## config.mk

```make
export PLATFORM = sky130hd
export DESIGN_NAME = operand_issue
export DESIGN_NICKNAME = d
export VERILOG_FILES = /design/src/rtl/operand_issue_pkg.sv /design/src/rtl/issue_regfile.sv /design/src/rtl/operand_issue.sv
export SDC_FILE = /design/constraint.sdc
export NUM_CORES = 1
export LEC_CHECK = 0
export BUFFER_PORTS_ARGS = -buffer_cell sky130_fd_sc_hd__buf_4
export CELL_PAD_IN_SITES_DETAIL_PLACEMENT = 2
export CELL_PAD_IN_SITES_GLOBAL_PLACEMENT = 2
export CORE_UTILIZATION = 40
export DETAILED_ROUTE_END_ITERATION = 7
export PLACE_DENSITY_LB_ADDON = 0.3
export SLEW_MARGIN = 20
export SYNTH_ARGS = -nofsm -noshare
export SYNTH_HDL_FRONTEND = slang
export SYNTH_SLANG_ARGS = --single-unit
export TNS_END_PERCENT = 100
```

## constraint.sdc

```tcl
create_clock -name clk -period 23.4 [get_ports clk]
set_input_delay 2.34 -clock clk [delete_from_list [all_inputs] [get_ports clk]]
set_output_delay 2.34 -clock clk [all_outputs]
set_load 0.01 [all_outputs]
```

## src/rtl/operand_issue_pkg.sv

```systemverilog
// Shared widths, instruction field positions and issue FSM encoding
// for the operand issue stage.
package operand_issue_pkg;

  localparam int DATA_W = 32;
  localparam int NREGS  = 8;
  localparam int REG_W  = 3;

  localparam int OPC_W       = 5;
  localparam int OPC_LSB     = 27;
  localparam int RD_LSB      = 24;
  localparam int RS1_LSB     = 21;
  localparam int RS2_LSB     = 18;
  localparam int IMM_SEL_BIT = 17;
  localparam int IMM_W       = 16;
  localparam int IMM_LSB     = 0;

  typedef enum logic {
    ST_RUN  = 1'b0,
    ST_HOLD = 1'b1
  } state_t;

endpackage

```

## src/rtl/issue_regfile.sv

```systemverilog
// Register file: two async read ports with writeback bypass, one write port.
// Register 0 is hardwired to zero.
module issue_regfile
  import operand_issue_pkg::*;
#(
  parameter int DATA_W = operand_issue_pkg::DATA_W,
  parameter int NREGS  = operand_issue_pkg::NREGS
) (
  input  logic              clk,
  input  logic              rst,
  input  logic [REG_W-1:0]  raddr_a,
  output logic [DATA_W-1:0] rdata_a,
  input  logic [REG_W-1:0]  raddr_b,
  output logic [DATA_W-1:0] rdata_b,
  input  logic              we,
  input  logic [REG_W-1:0]  waddr,
  input  logic [DATA_W-1:0] wdata
);

  logic [DATA_W-1:0] regs [NREGS];

  always_ff @(posedge clk or posedge rst) begin
    if (rst) begin
      for (int i = 0; i < NREGS; i++) begin
        regs[i] <= '0;
      end
    end else if (we && (waddr != '0)) begin
      regs[waddr] <= wdata;
    end
  end

  // A same-cycle writeback to the source wins over the stored value.
  assign rdata_a = (raddr_a == '0) ? '0 :
                   (we && (waddr == raddr_a)) ? wdata : regs[raddr_a];
  assign rdata_b = (raddr_b == '0) ? '0 :
                   (we && (waddr == raddr_b)) ? wdata : regs[raddr_b];

endmodule

```

## src/rtl/operand_issue.sv

```systemverilog
// Operand issue stage: scoreboarded acceptance of instructions, operand
// fetch with writeback bypass, and a registered one-cycle ALU issue.
module operand_issue
  import operand_issue_pkg::*;
#(
  parameter int DATA_W = operand_issue_pkg::DATA_W,
  parameter int NREGS  = operand_issue_pkg::NREGS
) (
  input  logic              clk,
  input  logic              rst,
  input  logic              instr_valid,
  output logic              instr_ready,
  input  logic [31:0]       instr,
  input  logic              wb_valid,
  input  logic [2:0]        wb_rd,
  input  logic [DATA_W-1:0] wb_data,
  output logic [4:0]        alu_opcode,
  output logic [DATA_W-1:0] alu_a,
  output logic [DATA_W-1:0] alu_b,
  output logic              alu_enable,
  output logic [NREGS-1:0]  busy_mask
);

  logic [OPC_W-1:0]  opcode;
  logic [REG_W-1:0]  rd;
  logic [REG_W-1:0]  rs1;
  logic [REG_W-1:0]  rs2;
  logic              imm_sel;
  logic [IMM_W-1:0]  imm;
  logic              unused_instr_bit;

  assign opcode           = instr[OPC_LSB +: OPC_W];
  assign rd               = instr[RD_LSB  +: REG_W];
  assign rs1              = instr[RS1_LSB +: REG_W];
  assign rs2              = instr[RS2_LSB +: REG_W];
  assign imm_sel          = instr[IMM_SEL_BIT];
  assign imm              = instr[IMM_LSB +: IMM_W];
  assign unused_instr_bit = instr[16];

  logic [NREGS-1:0]  wb_clear;
  logic [NREGS-1:0]  busy_eff;
  logic [NREGS-1:0]  busy_next;
  logic              hazard;
  logic              accept;
  state_t            state_q;
  state_t            state_d;
  logic [DATA_W-1:0] rdata_a;
  logic [DATA_W-1:0] rdata_b;
  logic [DATA_W-1:0] operand_b;

  always_comb begin
    wb_clear = '0;
    if (wb_valid) begin
      wb_clear[wb_rd] = 1'b1;
    end
  end

  // Hazards are judged after the same-cycle writeback has released its register.
  assign busy_eff = busy_mask & ~wb_clear;
  assign hazard   = busy_eff[rs1] | busy_eff[rs2] | busy_eff[rd];

  always_ff @(posedge clk or posedge rst) begin
    if (rst) begin
      state_q <= ST_RUN;
    end else begin
      state_q <= state_d;
    end
  end

  always_comb begin
    state_d     = state_q;
    instr_ready = 1'b0;
    case (state_q)
      ST_RUN: begin
        instr_ready = ~rst & ~hazard;
        if (instr_valid && hazard) begin
          state_d = ST_HOLD;
        end
      end
      ST_HOLD: begin
        if (!hazard) begin
          state_d = ST_RUN;
        end
      end
      default: state_d = ST_RUN;
    endcase
  end

  assign accept = instr_valid & instr_ready;

  // Set after clear, so an accept and writeback to the same rd leaves it busy.
  always_comb begin
    busy_next = busy_mask & ~wb_clear;
    if (accept) begin
      busy_next[rd] = 1'b1;
    end
    busy_next[0] = 1'b0;
  end

  always_ff @(posedge clk or posedge rst) begin
    if (rst) begin
      busy_mask <= '0;
    end else begin
      busy_mask <= busy_next;
    end
  end

  issue_regfile #(
    .DATA_W (DATA_W),
    .NREGS  (NREGS)
  ) u_regfile (
    .clk     (clk),
    .rst     (rst),
    .raddr_a (rs1),
    .rdata_a (rdata_a),
    .raddr_b (rs2),
    .rdata_b (rdata_b),
    .we      (wb_valid),
    .waddr   (wb_rd),
    .wdata   (wb_data)
  );

  assign operand_b = imm_sel ? {{(DATA_W-IMM_W){imm[IMM_W-1]}}, imm} : rdata_b;

  always_ff @(posedge clk or posedge rst) begin
    if (rst) begin
      alu_opcode <= '0;
      alu_a      <= '0;
      alu_b      <= '0;
      alu_enable <= 1'b0;
    end else begin
      alu_enable <= accept;
      if (accept) begin
        alu_opcode <= opcode;
        alu_a      <= rdata_a;
        alu_b      <= operand_b;
      end
    end
  end

endmodule

```

After elaboration in Yosys (flattened, before gate mapping)
Cells that the tools add are included.
{"block": "op_classes", "addsub": 0, "mul": 0, "div_mod_pow": 0, "magnitude_cmp": 10, "n_eq_ne": 2, "shift": 0, "mux": 30, "bitwise_logic": 13, "reduce_logical": 10}
{"op": "$mux W32", "count": 10}
{"op": "$bwmux W256", "count": 1}
{"op": "$bmux W32 S3", "count": 2}
{"op": "$demux W32 S3", "count": 1}
{"op": "$lt A3 B4 Y1 const B", "count": 4}
{"op": "$mux W8", "count": 2}
{"op": "$ge A4 B4 Y1 const B", "count": 3}
{"op": "$not A3 Y4", "count": 3}
{"op": "$bmux W1 S3", "count": 3}
{"op": "$and A8 B8 Y8", "count": 1}
{"op": "$mux W1", "count": 8}
{"op": "$not A8 Y8", "count": 1}
{"op": "$or A8 B8 Y8", "count": 1}
{"op": "$logic_and A1 B1 Y1", "count": 7}
{"op": "$demux W1 S3", "count": 2}
{"op": "$eq A3 B3 Y1", "count": 2}
{"op": "$ge A3 B1 Y1 const B", "count": 2}
{"op": "$logic_not A3 Y1", "count": 2}
{"op": "$lt A4 B1 Y1 const B", "count": 1}
{"op": "$not A1 Y1", "count": 3}
{"op": "$reduce_bool A3 Y1", "count": 1}
{"op": "$and A1 B1 Y1", "count": 2}
{"op": "$or A1 B1 Y1", "count": 2}
{"op": "$pmux W1 S2", "count": 1}
{"block": "totals", "regBits": 334, "latch_bits": 0, "ram_bits": 0, "rom_bits": 0, "elab_cells": 79, "n_memories": 0}

Logic depth before layout (Yosys ltp)
Gate-level depths: netlist of run 1.
{"block": "depth", "word_depth": 16, "mapped_depth": 10, "depth_no_buf": 6}

Hierarchy
From an unflattened synthesis of run 1, not the netlist that was laid out.
{"block": "hier_totals", "cells_unflattened": 1311, "area_unflattened_um2": 16249.3}
{"module": "issue_regfile", "n_inst": 1, "cells_each": 1027, "area_per_inst_um2": 12544.5, "seq_area_each_um2": 5605.4}
{"module": "operand_issue", "n_inst": 1, "cells_each": 284, "area_per_inst_um2": 3704.8, "seq_area_each_um2": 1951.9}

Worst setup path before layout of run 1
Ideal clock, no wire load.
{"block": "synth_timing", "kind": "input port to output port", "start": "in wb_rd[0]", "end": "out instr_ready", "arrival_ns": 3.856, "slack_ns": 17.204, "stages": 6, "path_cell_list": "buf_4 > nand4b_2 > a32o_1 > a311oi_1 > nand4_1 > nor4_1"}
{"block": "synth_between", "elab_chain_cells": 14, "elab_cells_between_ends": 19, "cone_classes": "order compare: 2; mux: 10; bitwise: 6; reduce/logical: 1"}
{"element": "from (decl)", "line": "operand_issue.sv:15", "text": "input logic [2:0] wb_rd,"}
{"element": "$lt A3 B4 Y1 (implied by the code) / $ge A3 B1 Y1 (equally long branches)", "line": "operand_issue.sv:54", "text": "wb_clear[wb_rd] = 1'b1;"}
{"element": "$logic_and A1 B1 Y1 (implied by the code)", "line": "operand_issue.sv:54"}
{"element": "$mux W1 (implied by the code)", "line": "operand_issue.sv:54"}
{"element": "$demux W1 S3 (*)", "line": "operand_issue.sv:54"}
{"element": "$mux W8 (*)", "line": "operand_issue.sv:53", "text": "if (wb_valid) begin"}
{"element": "$not A8 Y8 (*)", "line": "operand_issue.sv:59", "text": "assign busy_eff = busy_mask & ~wb_clear;"}
{"element": "$and A8 B8 Y8 (*)", "line": "operand_issue.sv:59"}
{"element": "$bmux W1 S3", "line": "operand_issue.sv:60", "text": "assign hazard = busy_eff[rs1] | busy_eff[rs2] | busy_eff[rd];"}
{"element": "$mux W1 (implied by the code)", "line": "operand_issue.sv:60"}
{"element": "$or A1 B1 Y1", "line": "operand_issue.sv:60"}
{"element": "$or A1 B1 Y1 (*)", "line": "operand_issue.sv:60"}
{"element": "$not A1 Y1 (*)", "line": "operand_issue.sv:75", "text": "instr_ready = ~rst & ~hazard;"}
{"element": "$and A1 B1 Y1 (*)", "line": "operand_issue.sv:75"}
{"element": "$mux W1 (*)", "line": "operand_issue.sv:73", "text": "case (state_q)"}
{"element": "to (decl)", "line": "operand_issue.sv:12", "text": "output logic instr_ready,"}
Mark *: on every way between the ends. The rest lies on a longest branch, timed or not. The select of a mux whose other input is x is not followed.

Worst setup path in the final report of run 1
{"block": "layout_timing", "start": "in wb_rd[2]", "end": "out instr_ready"}
The elaborated chain is that of the path after synthesis.

==> results of run 1 <==
[area by class of cell]
| cell class | instances | area share [%] |
|---|---|---|
| Clock inverter | 5 | 0.2743 |
| Clock buffer | 55 | 5.774 |
| Sequential cell | 302 | 41.42 |
| Timing Repair Buffer | 175 | 7.269 |
| Inverter | 3 | 0.1029 |
| Multi-Input combinational cell | 1228 | 41.61 |
| Tap cell | 518 | 3.552 |
[cell families after synthesis]
logic type      count (synthesis)
mux                           261
compound gates                347
simple gates                  613
buf+inv                       173
xor+xnor                        6
flops                         302
other cells                     1
[layout by cell type, fill, tap and decap left out, drive strengths merged, types with 6 or more instances in the layout]
cell type and n:
nand2 327, dfrtp 302, mux2 197, nor2 184, buf 175, a21oi 144
o22ai 77, mux2i 64, o21ai 62, nor3 55, clkbuf 55, o31ai 32
a22oi 15, a32o 7, xnor2 6, nand4 6
[path summary, 6_finish.rpt]
kind,end,slack (ns),depth (start not counted)
min in group asynchronous,busy_mask[7],1.94,2
worst min-delay path,alu_b[12],0.49,1
worst max register to register,alu_a[11],20.40,8
max in group asynchronous,u_regfile.regs[47],19.27,4
worst max-delay path,instr_ready,16.22,7
worst min register to register,alu_b[12],0.49,1
[per-layer routing]
metal,GRT usage (%),up-vias,share of wire (%)
met2,50.82,398,50
li1,-,5998,-
met3,3.871,122,4.2
met1,37.81,7342,43
met4,10.66,2,3.3
met5,0,-,0.018
[power by group through the flow]
stage	registers [mW]	clock network, mW	logic, mW
after detailed placement	0.779	0	0.466
final	0.774	0.546	0.468
after floorplan	0.780	0	0.253
after global routing	0.792	0.572	0.507
after global placement	0.765	0	0.445
after CTS	0.773	0.555	0.473
[critical path: stages]
cell	delay, ns
buf_4	0.17
nand4b_4	0.69
a32o_1	0.53
a311oi_1	0.31
nand4_1	0.26
nor4_1	0.35
buf_4	0.18
[state kept, by name (all words and copies together) (netlist names)]
signal / count
alu_enable: 1
state_q: 1
u_regfile.regs: 224
busy_mask: 7
alu_b: 32
alu_opcode: 5
alu_a: 32
==> impl_metrics.json, run 1 <==
{
  "outcome": "completed",
  "synthCells": 1703,
  "viasPerCell": 6.064,
  "final.setup.worst_slack_ns": 16.22,
  "final_area_um2": 18250,
  "grt_max_degree": 110,
  "max_slew_margin_pct": 23.80,
  "fmaxAchievable_mhz": 139.2,
  "synth_compound_area_share_pct": 12.75,
  "rsz0062_at_grt": "false",
  "ys_top_cells_by_count": "nand2_1, dfrtp_1, nor2_1",
  "rows": 72,
  "synth.area.top_cells": "dfrtp_1, mux2_2, nand2_1",
  "diodes": 0,
  "ios": 150,
  "synth-seq-area-share_pct": 47.61,
  "yosysTopAreaCellShare_pct": 47.61,
  "worst_pin_slew_ns": 1.143,
  "cts-buffers-inserted": 36,
  "ant_nets": 0,
  "fp.dieH_um": 201.2,
  "postCtsResizedCells": 0,
  "groute.usage.overall_pct": 29.48,
  "grt_pass1_vias": 15510,
  "syn_area_um2": 15870,
  "area_delta_synth_final_pct": 14.95,
  "drt_first_pass_iters": 7,
  "io_buffers": 147,
  "timing.hold.ws_ns": 0.4918,
  "synth_fp_nets": 1774,
  "clk_pin_slew_ns": 0.05,
  "finalCritPeriodShare_pct": 30.69,
  "fin_util_pct": 46.88,
  "htreeDepth": 2,
  "synth-main-ff-cell": "dfrtp_1",
  "drv_cap": 0,
  "layout.area.seq_um2": 7557,
  "cts_tree": "done",
  "post-place-ws_ns": 16.28,
  "grt_antenna_before_repair": 1,
  "synthAdderAreaFrac_pct": 0,
  "synth-simple-area-share_pct": 16.32,
  "fin_cells": 2286,
  "fill_cells": 4172,
  "power.switching_mw": 0.5670,
  "post_cts_buffers": 0,
  "clkPwrFrac_pct": 30.5,
  "multiInputGateArea_um2": 7592,
  "dp_cells": 2225,
  "ys_seq_elements": 302,
  "crit_type": "in2out",
  "clkSinkCount": 302,
  "gp_congestion": 0.7688,
  "min_period_ns": 7.183,
  "power_density_nw_per_um2": 98.02,
  "yosysTopAreaCell": "dfrtp_1",
  "place_area_um2": 17120,
  "synth_enable_flop_cells": 0,
  "finalWirelength_mm": 59.46,
  "core_area_um2": 38920,
  "seq_power_share_pct": 43.3,
  "required_ns": 21.06,
  "power_mw": 1.789,
  "worstSetupStartpoint": "wb_rd[2]",
  "wire_per_inst_um": 26.01,
  "clock_path_buffers": 3,
  "dr_total_vias": 13860,
  "postSynthAreaPerCell_um2": 9.320,
  "die_x_um": 201.2,
  "min_from": "alu_b[12]",
  "cts_hold_buf": 0,
  "peakVddDrop_uv": 58.68,
  "drv_slew": 0,
  "p_int_mw": 1.222,
  "cp-end-kind": "output pin",
  "setup_viol": 0,
  "insertion_delay_ns": 0.53,
  "yosys_warnings": 0,
  "grt_pass1_wl_mm": 92.17,
  "muxShareOfSynthArea_pct": 18.01,
  "cp_max_fo": 34,
  "drc": 0,
  "gr-total-overflow": 0,
  "die_area_um2": 40480,
  "r2r_start": "busy_mask[6]",
  "cts_root_buffer": "clkbuf_16",
  "switching_share_pct": 31.70,
  "min_path_type": "reg2reg",
  "synth_xor_area_share_pct": 0.3311,
  "critPathArrivalTime_ns": 4.84,
  "finalHoldViolCount": 0,
  "yosysMostFrequentCell": "nand2_1",
  "total_leakage_power_nw": 8.377,
  "nets": 1817,
  "skew_ns": 0.01108,
  "ys_types": 51,
  "drive_gt1_share_pct": 23.64,
  "initial_utilization_pct": 40.79,
  "synth_top_family_by_area": "multiplexers",
  "place_hpwl_mm": 32.94,
  "setup_tns_ns": 0,
  "async_reset_ff_share_pct": 100.0,
  "combPwrFrac_pct": 26.2,
  "startpoint_type": "primary input",
  "drt_iter0_drc": 790
}
No activity file was read; power rests on OpenSTA's default activity.
==> inputs of run 2 (changes only) <==
CORE_UTILIZATION = 37   (was 40)
clock period = 7.05 ns   (was 23.4 ns; I/O delays follow)
==> run 2 against run 1 <==
Against the previous run: worst setup slack lost 13 ns; global-route usage shrank 1.8 points; cell count grew 1.0%; flip-flop and latch count is the same; wire length grew 0.67%; first-iteration DRC count grew 2.5%; die area grew 8.0%; largest cell class unchanged; clock-buffer cell count grew 1; core utilization shrank 3.3 points; critical path depth grew 2.
==> impl_metrics.json, run 2 (synthesis gave the netlist of run 1 again) <==
{
  "reg2reg_depth": 8,
  "setup_viol": 0,
  "die_area_um2": 43730,
  "rows": 75,
  "min_path_type": "in2async",
  "final_common_cell": "nand2_1",
  "grt_pass1_vias": 15120,
  "drv_slew": 0,
  "r2r_start": "busy_mask[7]",
  "r2r_slack_ns": 3.62,
  "area_delta_synth_final_pct": 15.69,
  "post-place-ws_ns": 2.303,
  "insertion_delay_ns": 0.57,
  "required_ns": 7.48,
  "critPathArrivalTime_ns": 4.60,
  "largest-register": "u_regfile.regs",
  "drc": 0,
  "largest_reg_flops": 224,
  "wire_per_inst_um": 25.93,
  "grt_antenna_before_repair": 0,
  "drive_gt1_share_pct": 24.18,
  "gr-total-overflow": 0,
  "gp_congestion": 0.7613,
  "cts_hold_buf": 0,
  "fin_util_pct": 43.58,
  "htreeDepth": 2,
  "multiInputGateArea_um2": 7601,
  "clock_path_buffers": 3,
  "ant_nets": 0,
  "cp-end-kind": "register",
  "rsz0062_at_grt": "false",
  "peakVddDrop_uv": 149.5,
  "drv_cap": 0,
  "ios": 150,
  "worst_pin_slew_ns": 1.103,
  "drt_iter0_drc": 810,
  "skew_ns": 0.02103,
  "postCtsResizedCells": 0,
  "min_period_ns": 4.164,
  "rr_endpoint": "alu_a[29]",
  "clkSinkCount": 302,
  "io_buffers": 147,
  "dr_total_vias": 13710,
  "clk_pin_slew_ns": 0.06,
  "largestRegisters": "u_regfile.regs: 224 flops, alu_a: 32 flops, alu_b: 32 flops",
  "finalHoldViolCount": 0,
  "final_cell_mix": "nand2_1, dfrtp_1, nor2_1, mux2_2, buf_4",
  "crit_type": "in2reg",
  "fill_cells": 4482,
  "outcome": "completed",
  "initial_utilization_pct": 37.67,
  "place_hpwl_mm": 33.12,
  "worstSetupStartpoint": "wb_rd[2]",
  "cts-buffers-inserted": 38,
  "cts_tree": "done",
  "nets": 1817,
  "grt_max_degree": 121,
  "core_area_um2": 42130,
  "grt_pass1_wl_mm": 92.48,
  "startpoint_type": "primary input",
  "cp_max_fo": 41,
  "total_leakage_power_nw": 8.415,
  "setup_tns_ns": 0,
  "cts_root_buffer": "clkbuf_16",
  "viasPerCell": 5.937,
  "finalCritPeriodShare_pct": 59.06,
  "max_slew_margin_pct": 26.45,
  "die_x_um": 209.1,
  "groute.usage.overall_pct": 27.68,
  "fmaxAchievable_mhz": 240.2,
  "fp.dieH_um": 209.1,
  "post_cts_buffers": 0,
  "diodes": 0,
  "drt_first_pass_iters": 5,
  "final.setup.worst_slack_ns": 2.886,
  "layout.area.seq_um2": 7557,
  "power_density_nw_per_um2": 329.3,
  "finalWirelength_mm": 59.86
}
==> run 2: worst max-delay path: stages <==
cell	delay [ns]
buf_4	0.17
nand4b_4	0.70
a32o_1	0.53
a311oi_1	0.35
nand4_1	0.27
nor3_4	0.23
buf_4	0.49
buf_4	0.61
mux2_2	0.41
==> run 2: through the flow <==
step	cells	hold WS [ns]	cell area (µm²)	power, mW
floorplan	1703	0.4674	15880	3.427
global placement	2245	0.4733	17160	4.036
detailed placement	2245	0.4774	17160	4.135
CTS	2309	0.2167	18360	6.104
global route	2309	0.2435	18360	6.348
finish	2309	0.2151	18360	6.046
==> run 2: worst max-delay path by stage <==
stage                     cells after the start   endpoint  slack [ns]
after CTS                                     9  alu_a[29]        2.87
after global placement                        9  alu_a[30]        2.45
final                                         9  alu_a[29]        2.89
after global routing                          9  alu_a[28]        2.79
after floorplan                               1   alu_a[0]        2.33
after detailed placement                      9  alu_a[20]        2.30
==> run 2: layout make-up <==
class	count	share of cell area, %
flip-flops and latches	302	41.15
well taps	539	3.672
multi-input cells	1228	41.39
clock inverters	8	0.4701
clock buffers	56	6.091
inverters	3	0.08176
repair buffers	173	7.140
==> run 2: report_power, final <==
part           leakage, nW  switching (mW)  internal, mW  total, mW
clock network        0.592           0.797          1.13       1.93
logic                 4.10           0.768         0.781       1.55
registers             3.73           0.355          2.21       2.57
total                 8.41            1.92          4.13       6.05
==> run 2: metal layers <==
layer	vias up	global-route usage (%)	share of wire (%)
met5	-	0	0
met4	0	7.175	2.1
met3	87	3.817	3.9
met2	331	47.33	49
met1	7284	36.77	45
li1	6006	-	-
==> inputs of run 3 (changes only) <==
ABC_AREA = 1   (was default)
CORE_UTILIZATION = 31   (was 37)
clock period = 3.6 ns   (was 7.05 ns; I/O delays follow)
==> run 3 against run 2 <==
Against the previous run: cell count is 37% higher; first-iteration DRC count is 36% higher; die area is 24% higher; global-route usage is 2.0 points higher; clock power is 130% higher; sequential share of layout area is 3.1 points lower; total power is 110% higher; hold slack worse by 0.19 ns; register-to-register slack worse by 2.4 ns; synthesized area is 4.5% higher; critical path type is now in2out.
==> impl_metrics.json, run 3 <==
{
  "outcome": "completed",
  "cts_root_buffer": "clkbuf_16",
  "holdPathStages": 3,
  "drv_slew": 0,
  "clock_path_buffers": 3,
  "total_leakage_power_nw": 10.06,
  "fmaxAchievable_mhz": 322.8,
  "grt_antenna_before_repair": 0,
  "core_area_um2": 52660,
  "cp_slowest_cell": "nor2_4",
  "wire_per_inst_um": 25.15,
  "drive_gt1_share_pct": 14.15,
  "finalHoldViolCount": 0,
  "dr_total_vias": 17580,
  "required_ns": 3.24,
  "final_area_um2": 19890,
  "skew_ns": 0.01908,
  "gr-total-overflow": 0,
  "ys_types": 29,
  "yosysMostFrequentCell": "nand2_1",
  "yosys_warnings": 0,
  "rsz0062_at_grt": "false",
  "nets": 2511,
  "cts_hold_buf": 0,
  "synth-seq-area-share_pct": 45.58,
  "grt_max_degree": 71,
  "synth_enable_flop_cells": 0,
  "synth_fp_nets": 2423,
  "r2r_slack_ns": 1.19,
  "final.setup.worst_slack_ns": 0.5023,
  "area_delta_synth_final_pct": 19.94,
  "final_common_cell": "nand2_1",
  "synthCells": 2352,
  "yosysTopAreaCell": "dfrtp_1",
  "critPathArrivalTime_ns": 2.74,
  "finalCritPeriodShare_pct": 86.05,
  "fin_cells": 3156,
  "yosysTopAreaCellShare_pct": 45.58,
  "drv_cap": 0,
  "ios": 150,
  "postSynthAreaPerCell_um2": 7.049,
  "clk_pin_slew_ns": 0.06,
  "largest_reg_flops": 224,
  "die_x_um": 233.3,
  "startpoint_type": "primary input",
  "io_buffers": 147,
  "power_density_nw_per_um2": 644.7,
  "setup_tns_ns": 0,
  "fp.dieH_um": 233.3,
  "fill_cells": 6101,
  "min_period_ns": 3.098,
  "ant_nets": 0,
  "max_stage_delay_ns": 0.62,
  "post_cts_buffers": 0,
  "cp_num_buf_inv": 4,
  "htreeDepth": 2,
  "grt_pass1_wl_mm": 120.3,
  "rr_endpoint": "alu_a[5]",
  "postCtsResizedCells": 0,
  "crit_top_cell": "nand2_1",
  "die_area_um2": 54410,
  "drt_iter0_drc": 1101,
  "grt_pass1_vias": 19230,
  "post-place-ws_ns": 0.4316,
  "gp_congestion": 0.8277,
  "syn_area_um2": 16580,
  "synth.area.top_cells": "dfrtp_1, nand2_1, o21ai_0",
  "min_path_type": "in2reg",
  "dp_cells": 3088,
  "max_slew_margin_pct": 33.01,
  "setup_viol": 0,
  "min_from": "wb_data[4]",
  "viasPerCell": 5.571,
  "final_cell_mix": "nand2_1, o21ai_0, dfrtp_1, buf_4, inv_1",
  "drt_first_pass_iters": 5,
  "largest-register": "u_regfile.regs",
  "cts_tree": "done",
  "cp-end-kind": "output pin",
  "place_hpwl_mm": 49.09,
  "finalWirelength_mm": 79.36,
  "clkSinkCount": 302,
  "power_mw": 12.82,
  "rows": 84,
  "holdPathEnd": "u_regfile.regs[4]",
  "path_cells": "buf_4 -> nor2_1 -> nand2_2 -> nand3_1 -> nand3_1 -> nand2_1 -> inv_2 -> nor2_1 -> nand2_1 -> nor2_4 -> nand2_1 -> inv_1 -> buf_4",
  "insertion_delay_ns": 0.57,
  "place_area_um2": 18500,
  "r2r_start": "busy_mask[1]",
  "largestRegisters": "u_regfile.regs: 224 flops, alu_a: 32 flops, alu_b: 32 flops",
  "ys_top_cells_by_count": "nand2_1, o21ai_0, dfrtp_1",
  "groute.usage.overall_pct": 29.66,
  "async_reset_ff_share_pct": 100.0,
  "drc": 0,
  "initial_utilization_pct": 31.49,
  "cp_max_fo": 30,
  "worst_pin_slew_ns": 1.003,
  "ys_seq_elements": 302,
  "crit_type": "in2out",
  "critPathTopFamily": "simple AND/OR/NAND/NOR gates",
  "reg2reg_depth": 10,
  "peakVddDrop_uv": 301.8,
  "cts-buffers-inserted": 38,
  "synth-main-ff-cell": "dfrtp_1"
}
[run 3: worst max path at each step]
stage                  start           to  slack, ns  cells past startpoint
finish              wb_rd[0]  instr_ready       0.50                     13
global route        wb_rd[0]  instr_ready       0.30                     13
CTS                 wb_rd[0]  instr_ready       0.49                     13
detailed placement  wb_rd[0]    alu_b[22]       0.43                     13
global placement    wb_rd[0]    alu_b[13]       0.51                     13
floorplan                rst     alu_a[0]      -0.78                      1
[run 3: cells by family (layout without fill, tap and decap cells)]
| logic type | after synthesis | after routing | share of synthesized area (%) |
|---|---|---|---|
| buffers and inverters | 395 | 510 | 9.388 |
| AND/OR/NAND/NOR | 1139 | 1139 | 28.69 |
| other | 1 | 2 | 0.02262 |
| flip-flops | 302 | 302 | 45.58 |
| AO/OA/AOI/OAI | 515 | 515 | 16.32 |
[run 3: per-stage QoR]
| step | utilization (%) | hold slack (ns) |
|---|---|---|
| after CTS | 37.76 | 0.009201 |
| after detailed placement | 35.13 | 0.4720 |
| after global routing | 37.76 | 0.03648 |
| after floorplan | - | 0.4530 |
| after global placement | 35.13 | 0.4643 |
| final | 37.76 | 0.02481 |
[run 3: worst min-delay path, cell delays in order]
cell and delay, ns:
buf_4 0.09, nand2_1 0.04, o21ai_0 0.06
[run 3: routing by layer]
layer,global-route usage (%),routed length [µm],part of all wire [%],vias to the layer above
li1,-,-,-,7786
met1,39.67,34850,44,9130
met2,47.49,36350,46,514
met3,4.529,5082,6.4,153
met4,12.48,3087,3.9,0
met5,0,0,0,-
[run 3: layout make-up]
cell class	count	area, µm²	area share [%]
antenna	1	2.502	0.01258
clock buffer	50	1090	5.480
clock inverter	17	292.8	1.472
inverter	228	859.6	4.323
multi-input combinational	1655	7521	37.82
sequential	302	7557	38.00
tap	688	860.8	4.329
timing repair buffer	215	1702	8.557
[run 3: where the power goes]
part | switching, mW | internal (mW) | leakage [nW] | total [mW]
clock | 1.66 | 2.70 | 0.671 | 4.36
sequential | 0.622 | 4.28 | 3.80 | 4.90
combinational | 2.22 | 1.34 | 5.58 | 3.56
